$ cat src/rtl/vga_draw_scheduler.sv
// Arbitrates cursor/playhead cell redraws onto vga_display's single draw port, one draw at a time.
// Optional DRAW_STATS_EN adds saturating draw_count/drop_count outputs.
module vga_draw_scheduler #(
  parameter int X0            = 214,
  parameter int Y0            = 32,
  parameter int PITCH         = 33,
  parameter int GRID_MAX      = 11,
  parameter int IDLE_CYCLES   = 3,
  parameter int START_TIMEOUT = 8
) (
  input  logic       CLOCK_50,
  input  logic       nReset,
  input  logic       req0,
  input  logic [3:0] req0_col,
  input  logic [3:0] req0_row,
  input  logic [3:0] req0_old_col,
  input  logic [3:0] req0_old_row,
  input  logic       req0_state,
  output logic       ack0,
  input  logic       req1,
  input  logic [3:0] req1_col,
  input  logic [3:0] req1_row,
  input  logic [3:0] req1_old_col,
  input  logic [3:0] req1_old_row,
  input  logic       req1_state,
  output logic       ack1,
  input  logic       drawing,
  output logic       draw_enable,
  output logic [9:0] X,
  output logic [8:0] Y,
  output logic [9:0] OLD_X,
  output logic [8:0] OLD_Y,
  output logic       state,
  output logic       ready,
  output logic       err
`ifdef DRAW_STATS_EN
  ,
  output logic [15:0] draw_count,
  output logic [7:0]  drop_count
`endif
);

  localparam int ICW = $clog2(IDLE_CYCLES + 1);
  localparam int TCW = $clog2(START_TIMEOUT + 1);

  typedef enum logic [2:0] {
    S_INIT_BUSY, S_INIT_IDLE, S_READY, S_ISSUE, S_WAIT_START, S_WAIT_DONE
  } fsm_t;

  fsm_t           fsm_reg;
  logic           rr_reg;
  logic [ICW-1:0] idle_cnt_reg;
  logic [TCW-1:0] start_cnt_reg;

  logic [3:0] col_a [2];
  logic [3:0] row_a [2];
  logic [3:0] ocol_a [2];
  logic [3:0] orow_a [2];
  logic       st_a [2];
  logic [9:0] px_x [2];
  logic [8:0] px_y [2];
  logic [9:0] px_ox [2];
  logic [8:0] px_oy [2];
  logic [1:0] in_range;
  logic       gnt;

  assign col_a[0]  = req0_col;
  assign row_a[0]  = req0_row;
  assign ocol_a[0] = req0_old_col;
  assign orow_a[0] = req0_old_row;
  assign st_a[0]   = req0_state;
  assign col_a[1]  = req1_col;
  assign row_a[1]  = req1_row;
  assign ocol_a[1] = req1_old_col;
  assign orow_a[1] = req1_old_row;
  assign st_a[1]   = req1_state;

  genvar gi;
  generate
    for (gi = 0; gi < 2; gi++) begin : g_req
      assign in_range[gi] = (col_a[gi] <= 4'(GRID_MAX)) && (row_a[gi] <= 4'(GRID_MAX)) &&
                            (ocol_a[gi] <= 4'(GRID_MAX)) && (orow_a[gi] <= 4'(GRID_MAX));
      assign px_x[gi]  = 10'(X0) + 10'(col_a[gi]) * 10'(PITCH);
      assign px_y[gi]  = 9'(Y0) + 9'(row_a[gi]) * 9'(PITCH);
      assign px_ox[gi] = 10'(X0) + 10'(ocol_a[gi]) * 10'(PITCH);
      assign px_oy[gi] = 9'(Y0) + 9'(orow_a[gi]) * 9'(PITCH);
    end
  endgenerate

  // On contention the requester that did not win last time goes first.
  assign gnt = (req0 && req1) ? ~rr_reg : req1;

  always_ff @(posedge CLOCK_50 or negedge nReset) begin
    if (!nReset) begin
      fsm_reg       <= S_INIT_BUSY;
      rr_reg        <= 1'b0;
      idle_cnt_reg  <= '0;
      start_cnt_reg <= '0;
      ack0          <= 1'b0;
      ack1          <= 1'b0;
      draw_enable   <= 1'b0;
      X             <= 10'(X0);
      Y             <= 9'(Y0);
      OLD_X         <= 10'(X0);
      OLD_Y         <= 9'(Y0);
      state         <= 1'b0;
      ready         <= 1'b0;
      err           <= 1'b0;
`ifdef DRAW_STATS_EN
      draw_count    <= '0;
      drop_count    <= '0;
`endif
    end else begin
      ack0        <= 1'b0;
      ack1        <= 1'b0;
      draw_enable <= 1'b0;
      case (fsm_reg)
        S_INIT_BUSY: begin
          if (drawing) begin
            fsm_reg      <= S_INIT_IDLE;
            idle_cnt_reg <= '0;
          end
        end
        // The display dips drawing for one cycle between box and cursor, so wait for a run of idles.
        S_INIT_IDLE, S_WAIT_DONE: begin
          if (drawing) begin
            idle_cnt_reg <= '0;
          end else if (idle_cnt_reg == ICW'(IDLE_CYCLES - 1)) begin
            idle_cnt_reg <= '0;
            fsm_reg      <= S_READY;
            ready        <= 1'b1;
`ifdef DRAW_STATS_EN
            if (fsm_reg == S_WAIT_DONE && draw_count != '1) draw_count <= draw_count + 16'd1;
`endif
          end else begin
            idle_cnt_reg <= idle_cnt_reg + 1'b1;
          end
        end
        S_READY: begin
          if ((req0 || req1) && !ack0 && !ack1) begin
            if (req0 && req1) rr_reg <= gnt;
            ack0 <= ~gnt;
            ack1 <= gnt;
            if (!in_range[gnt]) begin
              err <= 1'b1;
`ifdef DRAW_STATS_EN
              if (drop_count != '1) drop_count <= drop_count + 8'd1;
`endif
            end else begin
              X       <= px_x[gnt];
              Y       <= px_y[gnt];
              OLD_X   <= px_ox[gnt];
              OLD_Y   <= px_oy[gnt];
              state   <= st_a[gnt];
              ready   <= 1'b0;
              fsm_reg <= S_ISSUE;
            end
          end
        end
        S_ISSUE: begin
          draw_enable   <= 1'b1;
          start_cnt_reg <= '0;
          fsm_reg       <= S_WAIT_START;
        end
        S_WAIT_START: begin
          if (drawing) begin
            idle_cnt_reg <= '0;
            fsm_reg      <= S_WAIT_DONE;
          end else if (start_cnt_reg == TCW'(START_TIMEOUT - 1)) begin
            err     <= 1'b1;
            ready   <= 1'b1;
            fsm_reg <= S_READY;
`ifdef DRAW_STATS_EN
            if (drop_count != '1) drop_count <= drop_count + 8'd1;
`endif
          end else begin
            start_cnt_reg <= start_cnt_reg + 1'b1;
          end
        end
        default: fsm_reg <= S_INIT_BUSY;
      endcase
    end
  end

endmodule

$ cat config.mk
export PLATFORM = sky130hd
export DESIGN_NAME = vga_draw_scheduler
export DESIGN_NICKNAME = d
export VERILOG_FILES = /design/src/rtl/vga_draw_scheduler.sv
export SDC_FILE = /design/constraint.sdc
export NUM_CORES = 1
export LEC_CHECK = 0
export ABC_AREA = 0
export BUFFER_PORTS_ARGS = -buffer_cell sky130_fd_sc_hd__buf_2
export CAP_MARGIN = 10
export CORE_MARGIN = 5
export CORE_UTILIZATION = 40
export DETAILED_ROUTE_END_ITERATION = 7
export GPL_TIMING_DRIVEN = 0
export SYNTH_ARGS = -nofsm -noshare
export SYNTH_HDL_FRONTEND = slang
export SYNTH_SLANG_ARGS = --single-unit
export TNS_END_PERCENT = 10
$ cat constraint.sdc
create_clock -name CLOCK_50 -period 2.05 [get_ports CLOCK_50]
set_clock_uncertainty 0.1 [all_clocks]
set_input_delay 0 -clock CLOCK_50 [delete_from_list [all_inputs] [get_ports CLOCK_50]]
set_output_delay 0 -clock CLOCK_50 [all_outputs]
set_load 0.01 [all_outputs]
; ---- Word level (Yosys, flattened, before mapping)
; Index checks and enable logic that the tools add are counted.
[totals]
regBits = 54
out_inout_bits = 44
[op_classes]
n_lt_le_gt_ge = 10
reduce_logical = 26
n_mul = 8
bitwise_logic = 3
mux = 48
add_sub_neg = 10
eq_ne = 18
[ops]
columns = cell, n
row1 = 10-bit 2-to-1 mux, 6
row2 = 9-bit 2-to-1 mux, 6
row3 = "8-bit by 10-bit adder with 10-bit output, first input constant", 4
row4 = "4-bit by 6-bit multiplier with 10-bit output, second input constant", 4
row5 = "6-bit by 9-bit adder with 9-bit output, first input constant", 4
row6 = "4-bit by 6-bit multiplier with 9-bit output, second input constant", 4
row7 = "4-bit less-or-equal comparator, second input constant", 8
row8 = 3-bit 2-to-1 mux, 7
row9 = 1-bit 2-to-1 mux, 19
row10 = "2-bit inequality test, second input constant", 9
row11 = 3-bit case mux with 5 select lines, 1
row12 = 1-bit logical AND, 9
row13 = 3-bit AND reduction, 3
row14 = 4-bit 2-to-1 mux, 2
row15 = 4-bit case mux with 2 select lines, 1
row16 = 7-bit AND reduction, 1
row17 = "3-bit by 2-bit == test with 1-bit output, second input constant", 2
row18 = "3-bit == test, second input constant", 2
row19 = 2-bit 2-to-1 mux, 3
row20 = 6-bit AND reduction, 1
row21 = 2-bit nonzero test, 3
row22 = 5-bit AND reduction, 1
row23 = "4-bit by 1-bit adder with 4-bit output, second input constant", 1
row24 = "4-bit by 3-bit == test with 1-bit output, second input constant", 1
row25 = other kinds (18), 21

; ---- Longest topological paths before layout
; Gate-level depths: netlist of run 1.
[depth]
word_depth = 9
depth_mapped = 9
mapped_depth_nobuf = 9

; ---- Worst setup path before layout of run 1
; OpenSTA, ideal clock, no wires.
[synth_timing]
path_type = input to register
from = input req0_old_col[2]
to = register OLD_X[9]
t_required_ns = 1.811
n_path_buf = 0
path_stages = 9
setup_slack_ns = 0.171
arrival_ns = 1.640
path_cell_list = inv_1 -> ha_1 -> inv_1 -> fa_1 -> nor4b_1 -> nor3b_1 -> or3_1 -> o311ai_0 -> o21ai_0
[synth_between]
elab_chain_cells = 6
word_cells_on_any_way = 11
classes_between = add/sub (1) / mul (1) / order compare (1) / mux (5) / reduce/logical (3)
[synth_rtl]
columns = element, line
row1 = "start, declared", 16  ; input logic [3:0] req0_old_col,
row2 = "parallel branches: the longest is 6 deep, another holds 4-bit by 6-bit multiplier with 10-bit output", n/a
row3 = "end signal, assigned", 104  ; OLD_X <= 10'(X0);
row4 = "end signal, assigned", 152  ; OLD_X <= px_ox[gnt];
row5 = "end, declared", 31  ; output logic [9:0] OLD_X,
; Several ways; the timed one is not identified. The select of a mux whose other input is x is not followed.
; A chain may end at the register's enable or synchronous reset.

; ---- Worst setup path after layout of run 1
[layout_timing]
from = register fsm_reg[0]
to = register OLD_X[9]
[layout_between]
elab_chain_cells = 2
[layout_rtl]
columns = element, line
row1 = "start, declared", 50  ; fsm_t fsm_reg;
row2 = "start signal, assigned", 95  ; fsm_reg <= S_INIT_BUSY;
row3 = "start signal, assigned", 120  ; fsm_reg <= S_INIT_IDLE;
row4 = "start signal, assigned", 130  ; fsm_reg <= S_READY;
row5 = 3-bit by 2-bit == test with 1-bit output, 117  ; case (fsm_reg)
row6 = 3-bit AND reduction (no source line), n/a
; Every way passes these cells.

==> flow_summary.yaml, run 1 <==
yosys:
  synthDominantAreaCellType: "dfrtp_1"
  synthesis.area_um2: 3500
  yosysSeqAreaShare: 0.376
  synth_enable_flop_cells: 0
  synth.lib_cells_used.distinct: 49
  register_bit_total_from_synthesis: 52
  dominantRegCellSynth: "dfrtp_1"
  synth_top_area_frac: 0.286
  syn-mean-instance-area_um2: 8.89
  ranking_of_synthesized_cells_by_area: "dfrtp_1 (29%), ha_1 (12%), dfstp_2 (9.0%), nand2_1 (6.6%), a31oi_1 (3.8%)"
  synthArstFlopShare: 1.00
  syn_inst: 394
  ys.warnings.count: 0
clock_network:
  clkLatencyLatePin_ps: 320
  cts_max_level: 2
  cts_made_buffers: 5
  clk_path_buf_depth: 2
  clock_sink_count: 52
  tritoncts: "done"
  clk_root_buffer_cell: "clkbuf_8"
  worst_setup_hold_path_clk_slew_ps: 110
global_route:
  grt_antenna_before_repair: 0
  first_global_vias: 3205
  first_pass_grt_wire_length_um: 15700
  globalRoute.totalOverflow: 0
  globalRouteTotalUtil: 0.178
  grt_start_max_net_pins: 53
route:
  routed-wl-met2_um: 4790
  route.layer.met1.wl_um: 4140
  drtAntennaViolNets: 0
  dr_wl_met3_um: 479
  drt_pass1_iterations: 7
  first_iteration_detailed_routing_drc_count: 103
  top_layer_used: "met4"
  routed-via-count: 3217
  drc: 0
  totalWireLength_um: 9650
  routed_wire_length_per_instance_um: 15.5
  via_per_inst: 5.16
finish:
  flow.area_growth_from_synthesis_pct: 27.6
  insertedDiodeCount: 0
  layout.cells.non_filler: 624
  largest_registers: "OLD_X x10, X x10"
  nNetsFinal: 591
  fillerInstances: 843
  post_route_cells_drive_above_1_share: 0.264
die:
  ioPinCount: 83
  height_of_the_chip_um: 104
  fp.dieArea_um2: 10700
  start_util: 0.406
  row_count: 34
  floorplan.core_area_um2: 8640
  floorplan.die.width_um: 104
setup_path:
  worst_setup_path_start_kind: "register"
  critical_path.startpoint: "fsm_reg[0]"
  setup_crit_path_kind: "register to register"
  worst-endpoint-arrival_ps: 2070
  crit-reg2reg-launch: "fsm_reg[0]"
  cp_max_fo: 10
  kind_of_capture_point_of_the_worst_setup_path: "register"
  critical_path_required_ps: 2190
flow_run:
  max_cap_violations: 0
power:
  cellLeakagePower_uw: 0.00213
  power_density_nw_per_um2: 1030
  power.ir.vdd_worst_mv: 0.664
timing:
  finalWorstSetupSlack_ps: 113
  hold_violations: 0
  slew_violations: 0
  final_min_period_over_clock_period: 0.945
  clock.fmax_ghz: 0.516
  period_needed_ps: 1940
  holdWs_ps: 21.5
  worstMarginPinSlew_ps: 530
  setup_violations: 0
  relSlewSlack: 0.647
place:
  placement.io_buffers: 80
  dp_hpwl_um: 7100
  gpl.final_weighted_congestion: 0.876
  place_ws_ps: -186
  dp.cells: 583
worst_hold_path:
  timing.hold.worst.class: "input pin to register"
  hold_start: "req0_old_col[1]"
status:
  outcome: "completed"
per-stage QoR:
step / area, µm² / power (µW) / TNS (ps) / util
after floorplan: 3510 / 3140 / 0 / -
after global placement: 4040 / 3910 / -179 / 0.468
after detailed placement: 4040 / 3950 / -192 / 0.468
after CTS: 4410 / 4600 / 0 / 0.510
after global routing: 4470 / 4940 / -7.06 / 0.518
final: 4470 / 4590 / 0 / 0.518
synthesized netlist by cell type, drive strengths merged (2+ instances only):
library cell  count
nand2b            4
nand2            62
and3              2
buf              12
nand4             3
a22o              6
a21oi             9
nor2             33
xor2              6
o311ai            2
o21bai            2
nor2b             7
o21a              3
nor3              4
inv              34
nand3b            2
clkbuf            8
a22oi             3
mux2              9
o21ai            26
a31oi            21
a311oi            3
ha               33
nor3b             4
a21bo             2
dfstp            12
fa                4
nor4b             2
dfrtp            40
or3               6
xnor2             8
nand3            12
cells by family (layout without fill, tap and decap cells):
logic type | count (synthesis) | in the layout | share of synthesized area
compound gates | 82 | 82 | 0.153
xor+xnor | 14 | 14 | 0.0350
fa+ha+maj | 37 | 37 | 0.141
buf+inv | 54 | 175 | 0.0704
flops | 52 | 52 | 0.376
mux | 10 | 10 | 0.0318
other cells | 1 | 2 | 0.00107
simple gates | 144 | 144 | 0.192
where the power goes:
group | total [µW] | internal, µW | switching (µW) | leakage (µW)
Combinational | 2110 | 968 | 1140 | 0.00148
Clock | 615 | 240 | 375 | 0.0000412
Sequential | 1860 | 1570 | 291 | 0.000606
worst max-delay path: stages, from the launching register on:
cell and delay [ps]:
dfrtp_1 400, buf_6 140, nor3b_2 260, nand3_2 140
a21oi_2 190, buf_2 280, o311ai_0 210, o21ai_0 120
worst paths after layout:
kind / to / slack (ps) / cells after the start
setup reg to reg: OLD_X[9] / 110 / 7
min in group asynchronous: ready / 70 / 2
max in group asynchronous: X[6] / 1160 / 3
setup / recovery: OLD_X[9] / 110 / 7
hold / removal: OLD_X[7] / 20 / 4
hold reg to reg: err / 380 / 1
repair_timing:
item,in CTS,in global routing
resized for setup,0,7
hold buffers,28,0
setup buffers,0,4
hold endpoints to repair,55,0
setup endpoints to repair,0,25
layer usage:
metal | up-vias | GRT usage
li1 | 1577 | -
met5 | - | 0
met2 | 95 | 0.307
met1 | 1524 | 0.222
met3 | 21 | 0.0292
met4 | 0 | 0.0665
cell type report:
| cell class | count | area (µm²) | area share |
|---|---|---|---|
| clock inverters | 2 | 12.5 | 0.00280 |
| flip-flops and latches | 52 | 1320 | 0.294 |
| clock buffers | 6 | 72.6 | 0.0162 |
| multi-input cells | 289 | 1950 | 0.437 |
| plain buffers | 20 | 123 | 0.0274 |
| well taps | 108 | 135 | 0.0302 |
| inverters | 34 | 128 | 0.0285 |
| repair buffers | 113 | 731 | 0.163 |
layout by cell type (no fill, tap or decap), types with 9 or more instances in the layout:
cell           instances
dfrtp_1               40
a31oi_1               21
nand2_1               62
inv_1                 34
buf_2                 84
dlygate4sd3_1         28
dfstp_2               12
nand3_1               11
o21ai_0               25
ha_1                  32
mux2_2                 9
nor2_1                33
Note: power is estimated with default switching activity, not from simulation.
==> inputs of run 2 (changes only) <==
Settings changed: BUFFER_PORTS_ARGS -buffer_cell sky130_fd_sc_hd__buf_2 to unset, DONT_BUFFER_PORTS set to 1.
==> run 2 against run 1 <==
Against the previous run: register-to-register slack better by 40 ps; largest power group is now registers; final area is 8.2% lower; core utilization is 4.3 points lower; flip-flop and latch count did not move; die area unchanged; global-route usage is 0.94 points higher; first-iteration DRC count grew 29%; cell count shrank 13%; critical path type unchanged; via count down 7.7%.
==> flow_summary.yaml, run 2 (synthesized netlist as in run 1, its figures left out) <==
die:
  fp.dieArea_um2: 10700
  row_count: 34
  floorplan.core_area_um2: 8640
  ioPinCount: 83
  height_of_the_chip_um: 104
  floorplan.die.width_um: 104
  start_util: 0.406
timing:
  clock.fmax_ghz: 0.528
  setup_violations: 0
  rsz_0062_raised_after_global_routing: "false"
  slew_violations: 0
  worstMarginPinSlew_ps: 563
  final_min_period_over_clock_period: 0.923
  relSlewSlack: 0.625
  period_needed_ps: 1890
  hold_violations: 0
place:
  dp_hpwl_um: 7220
  dp.cells: 503
  gpl.final_weighted_congestion: 0.875
  placement.io_buffers: 0
  postPlaceCellArea_um2: 3640
setup_path:
  crit_path_cell_trace: "or3b_1 > a21oi_2 > nor3_2 > o211ai_1 > mux2_2"
  rr_worst_depth: 5
  worst_setup_path_start_kind: "register"
  worst-endpoint-arrival_ps: 1990
  rr_endpoint: "ready"
  setup_crit_path_kind: "register to register"
  kind_of_capture_point_of_the_worst_setup_path: "register"
  worst_path_top_cell_family_by_delay: "simple AND/OR/NAND/NOR gates"
  cp_max_fo: 7
  timing.critical_path.slowest_stage_cell: "dfrtp_1"
  crit_path_max_incr_delay_ps: 470
  worst-path-buf-inv: 0
  r2r_slack_ps: 160
  crit-reg2reg-launch: "fsm_reg[2]"
  critical_path_required_ps: 2150
worst_hold_path:
  worstHoldEndpoint: "OLD_X[6]"
  timing.hold.worst.class: "input pin to register"
  hold_start: "req0_old_col[1]"
  min_delay_path_depth: 4
clock_network:
  clk_root_buffer_cell: "clkbuf_8"
  worst_setup_hold_path_clk_slew_ps: 100
  clock_sink_count: 52
  cts_max_level: 2
  clkLatencyLatePin_ps: 300
  tritoncts: "done"
  cts_made_buffers: 5
  clk_path_buf_depth: 2
finish:
  top_library_cells_by_usage_in_the_layout_fill_and_taps_aside: "nand2_1 (62), dfrtp_1 (40), inv_1 (34), nor2_1 (33), ha_1 (33)"
  post_route_cells_drive_above_1_share: 0.121
  final_core_utilization: 0.475
  fillerInstances: 859
  largest_registers: "OLD_X x10, X x10"
  insertedDiodeCount: 0
  flow.area_growth_from_synthesis_pct: 17.1
  stdcell_area_um2: 4100
  layout.cells.non_filler: 545
  nNetsFinal: 512
  final_common_cell: "nand2_1"
power:
  sequentialPowerShare: 0.503
  power.share.switching: 0.404
  power_switching_uw: 1730
  power_density_nw_per_um2: 1040
  power.ir.vdd_worst_mv: 0.578
  comb_power_share: 0.350
  cellLeakagePower_uw: 0.00182
  internal-power_uw: 2550
  clock_power_share: 0.146
  report.power.total_uw: 4280
route:
  totalWireLength_um: 9980
  via_per_inst: 5.45
  drtAntennaViolNets: 0
  drc: 0
  drt_pass1_iterations: 5
  first_iteration_detailed_routing_drc_count: 133
  routed-via-count: 2968
  routed_wire_length_per_instance_um: 18.3
global_route:
  first_global_vias: 3083
  grt_antenna_before_repair: 0
  first_pass_grt_wire_length_um: 16400
  grt_start_max_net_pins: 53
  globalRoute.totalOverflow: 0
  globalRouteTotalUtil: 0.187
status:
  outcome: "completed"
flow_run:
  max_cap_violations: 0
run 2: how the worst max path moves through the flow:
stage	start	to	slack [ps]	cells past startpoint
after detailed placement	req0_old_col[2]	OLD_X[9]	-50	9
final	fsm_reg[2]	ready	160	5
after CTS	rr_reg	X[9]	60	5
after floorplan	req0_old_col[2]	OLD_X[9]	170	9
after global placement	req0_old_col[2]	OLD_X[9]	20	9
after global routing	fsm_reg[0]	Y[2]	40	8
run 2: final cells by class:
class	count	area (µm²)	area share
inverters	34	128	0.0311
well taps	108	135	0.0329
multi-input cells	289	1950	0.476
repair buffers	34	353	0.0860
clock inverters	1	7.51	0.00183
clock buffers	7	86.3	0.0210
plain buffers	20	123	0.0299
flip-flops and latches	52	1320	0.321
run 2: what timing repair did:
| action | CTS | global route |
|---|---|---|
| resized for setup | 0 | 5 |
| setup endpoints to repair | 0 | 31 |
| endpoints found under the hold margin | 81 | 0 |
| hold buffers | 32 | 0 |
| setup buffers | 0 | 2 |
run 2: metal layers:
metal  wire, µm  global-route usage  part of all wire  vias up
met1       3920               0.221              0.39     1441
met5          0                   0                 0        -
met4        184              0.0506             0.018        0
met2       5110               0.325              0.51       90
met3        777              0.0603             0.078       15
li1           -                   -                 -     1422
run 2: power by group through the flow:
stage / combinational [µW] / clock (µW) / sequential (µW)
finish: 1500 / 626 / 2150
floorplan: 1110 / 0 / 2030
global route: 1690 / 689 / 2230
global placement: 1330 / 0 / 2170
CTS: 1460 / 637 / 2170
detailed placement: 1370 / 0 / 2190
run 2: worst register-to-register path: stages, from the launching register on:
cell and delay [ps]:
dfrtp_1 470, or3b_1 470, a21oi_2 180, nor3_2 80
o211ai_1 130, mux2_2 360
run 2: through the flow:
step	hold slack, ps	TNS (ps)	worst slack [ps]
final	13.9	0	157
after global routing	34.3	0	35.1
after CTS	12.1	0	60.0
after detailed placement	-394	-51.2	-51.2
after global placement	-394	0	15.7
after floorplan	-396	0	171
==> inputs of run 3 (changes only) <==
Clock period 2.05 ns to 2.3 ns, I/O delays scaled along.
==> run 3 against run 2 <==
Against the previous run: final area decreased by 0.70%; core utilization is 0.33 points lower; critical path depth up 1; die area unchanged; largest power group unchanged.
==> flow_summary.yaml, run 3 (synthesized netlist as in run 1, its figures left out) <==
status:
  outcome: "completed"
die:
  ioPinCount: 83
  row_count: 34
  floorplan.core_area_um2: 8640
  floorplan.die.width_um: 104
  start_util: 0.406
  height_of_the_chip_um: 104
  fp.dieArea_um2: 10700
setup_path:
  critical_path_required_ps: 2380
  worst-endpoint-arrival_ps: 2040
  cp_max_fo: 10
  kind_of_capture_point_of_the_worst_setup_path: "register"
  setup_crit_path_kind: "register to register"
  worst_setup_path_start_kind: "register"
finish:
  final_common_cell: "nand2_1"
  nNetsFinal: 510
  largest_registers: "OLD_X x10, X x10"
  top_library_cells_by_usage_in_the_layout_fill_and_taps_aside: "nand2_1 (62), dfrtp_1 (40), inv_1 (34), nor2_1 (33), ha_1 (33)"
  post_route_cells_drive_above_1_share: 0.113
  insertedDiodeCount: 0
  final_core_utilization: 0.472
  flow.area_growth_from_synthesis_pct: 16.3
clock_network:
  clkLatencyLatePin_ps: 300
  cts_made_buffers: 5
  cts_max_level: 2
  cts_resized: 0
  clock_sink_count: 52
  tritoncts: "done"
  cts.repair_timing.setup_buffer_count: 0
  holdBufCountCts: 32
  clk_root_buffer_cell: "clkbuf_8"
  worst_setup_hold_path_clk_slew_ps: 100
  clk_path_buf_depth: 2
global_route:
  globalRouteTotalUtil: 0.187
  first_pass_grt_wire_length_um: 16400
  first_global_vias: 3083
  grt_start_max_net_pins: 53
  globalRoute.totalOverflow: 0
  grt_antenna_before_repair: 0
place:
  dp_hpwl_um: 7220
  gpl.final_weighted_congestion: 0.875
  placement.io_buffers: 0
route:
  first_iteration_detailed_routing_drc_count: 149
  routed_wire_length_per_instance_um: 18.4
  routed-via-count: 2957
  drt_pass1_iterations: 4
  totalWireLength_um: 10000
  via_per_inst: 5.45
  drtAntennaViolNets: 0
  drc: 0
timing:
  period_needed_ps: 1960
  hold_violations: 0
  rsz_0062_raised_after_global_routing: "false"
  setup_violations: 0
  final_min_period_over_clock_period: 0.854
  holdWs_ps: 11.9
  clock.fmax_ghz: 0.509
  relSlewSlack: 0.622
  timing.setup.tns_ps: 0
  worstMarginPinSlew_ps: 566
  slew_violations: 0
power:
  power_density_nw_per_um2: 929
  report.power.total_uw: 3780
  cellLeakagePower_uw: 0.00181
  power.ir.vdd_worst_mv: 0.515
flow_run:
  max_cap_violations: 0
worst_hold_path:
  timing.hold.worst.class: "input pin to register"
## run 3: cell types whose count changed in the layout (fill, tap and decap cells not counted), sizes merged
cell / delta
buf: -1
clkbuf: -1
## run 3: worst max-delay path: stages, from the launching register on
cell and delay [ps]:
dfrtp_1 440, a21boi_4 300, nand4_1 210, a21oi_2 220, buf_6 190, buf_2 260, a31oi_1 120
## run 3: report_power, final
| part | internal [µW] | leakage [µW] | switching [µW] | total [µW] |
|---|---|---|---|---|
| Sequential | 1410 | 0.000606 | 505 | 1910 |
| Combinational | 601 | 0.00115 | 709 | 1310 |
| Clock | 246 | 0.0000445 | 314 | 560 |
| Total | 2260 | 0.00181 | 1530 | 3780 |
## run 3: path summary, 6_finish.rpt
| check | endpoint | cells after the start | start | slack (ps) |
|---|---|---|---|---|
| max reg2reg | Y[3] | 6 | rr_reg | 340 |
| min in group asynchronous | OLD_X[5] | 2 | nReset | 130 |
| max | Y[3] | 6 | rr_reg | 340 |
| max in group asynchronous | X[7] | 2 | nReset | 1700 |
| min reg2reg | OLD_Y[5] | 2 | OLD_Y[5] | 420 |
| min | OLD_X[6] | 4 | req0_old_col[1] | 10 |
## run 3: metal layers
metal	vias up	wire (µm)	GRT usage
met5	-	0	0
met4	0	182	0.0506
li1	1413	-	-
met3	15	758	0.0603
met1	1444	3950	0.221
met2	85	5110	0.325
## run 3: layout make-up
class / count / area, µm²
plain buffers: 20 / 119
clock buffers: 7 / 86.3
clock inverters: 1 / 7.51
fillers: 863 / 4560
inverters: 34 / 128
multi-input cells: 289 / 1940
flip-flops and latches: 52 / 1320
well taps: 108 / 135
repair buffers: 32 / 338
## run 3: per-stage QoR
step	cell area, µm²	instances	setup slack [ps]
final	4070	543	336
after global routing	4070	543	126
after detailed placement	3640	503	199
after floorplan	3510	395	421
after CTS	4070	543	310
after global placement	3640	503	266
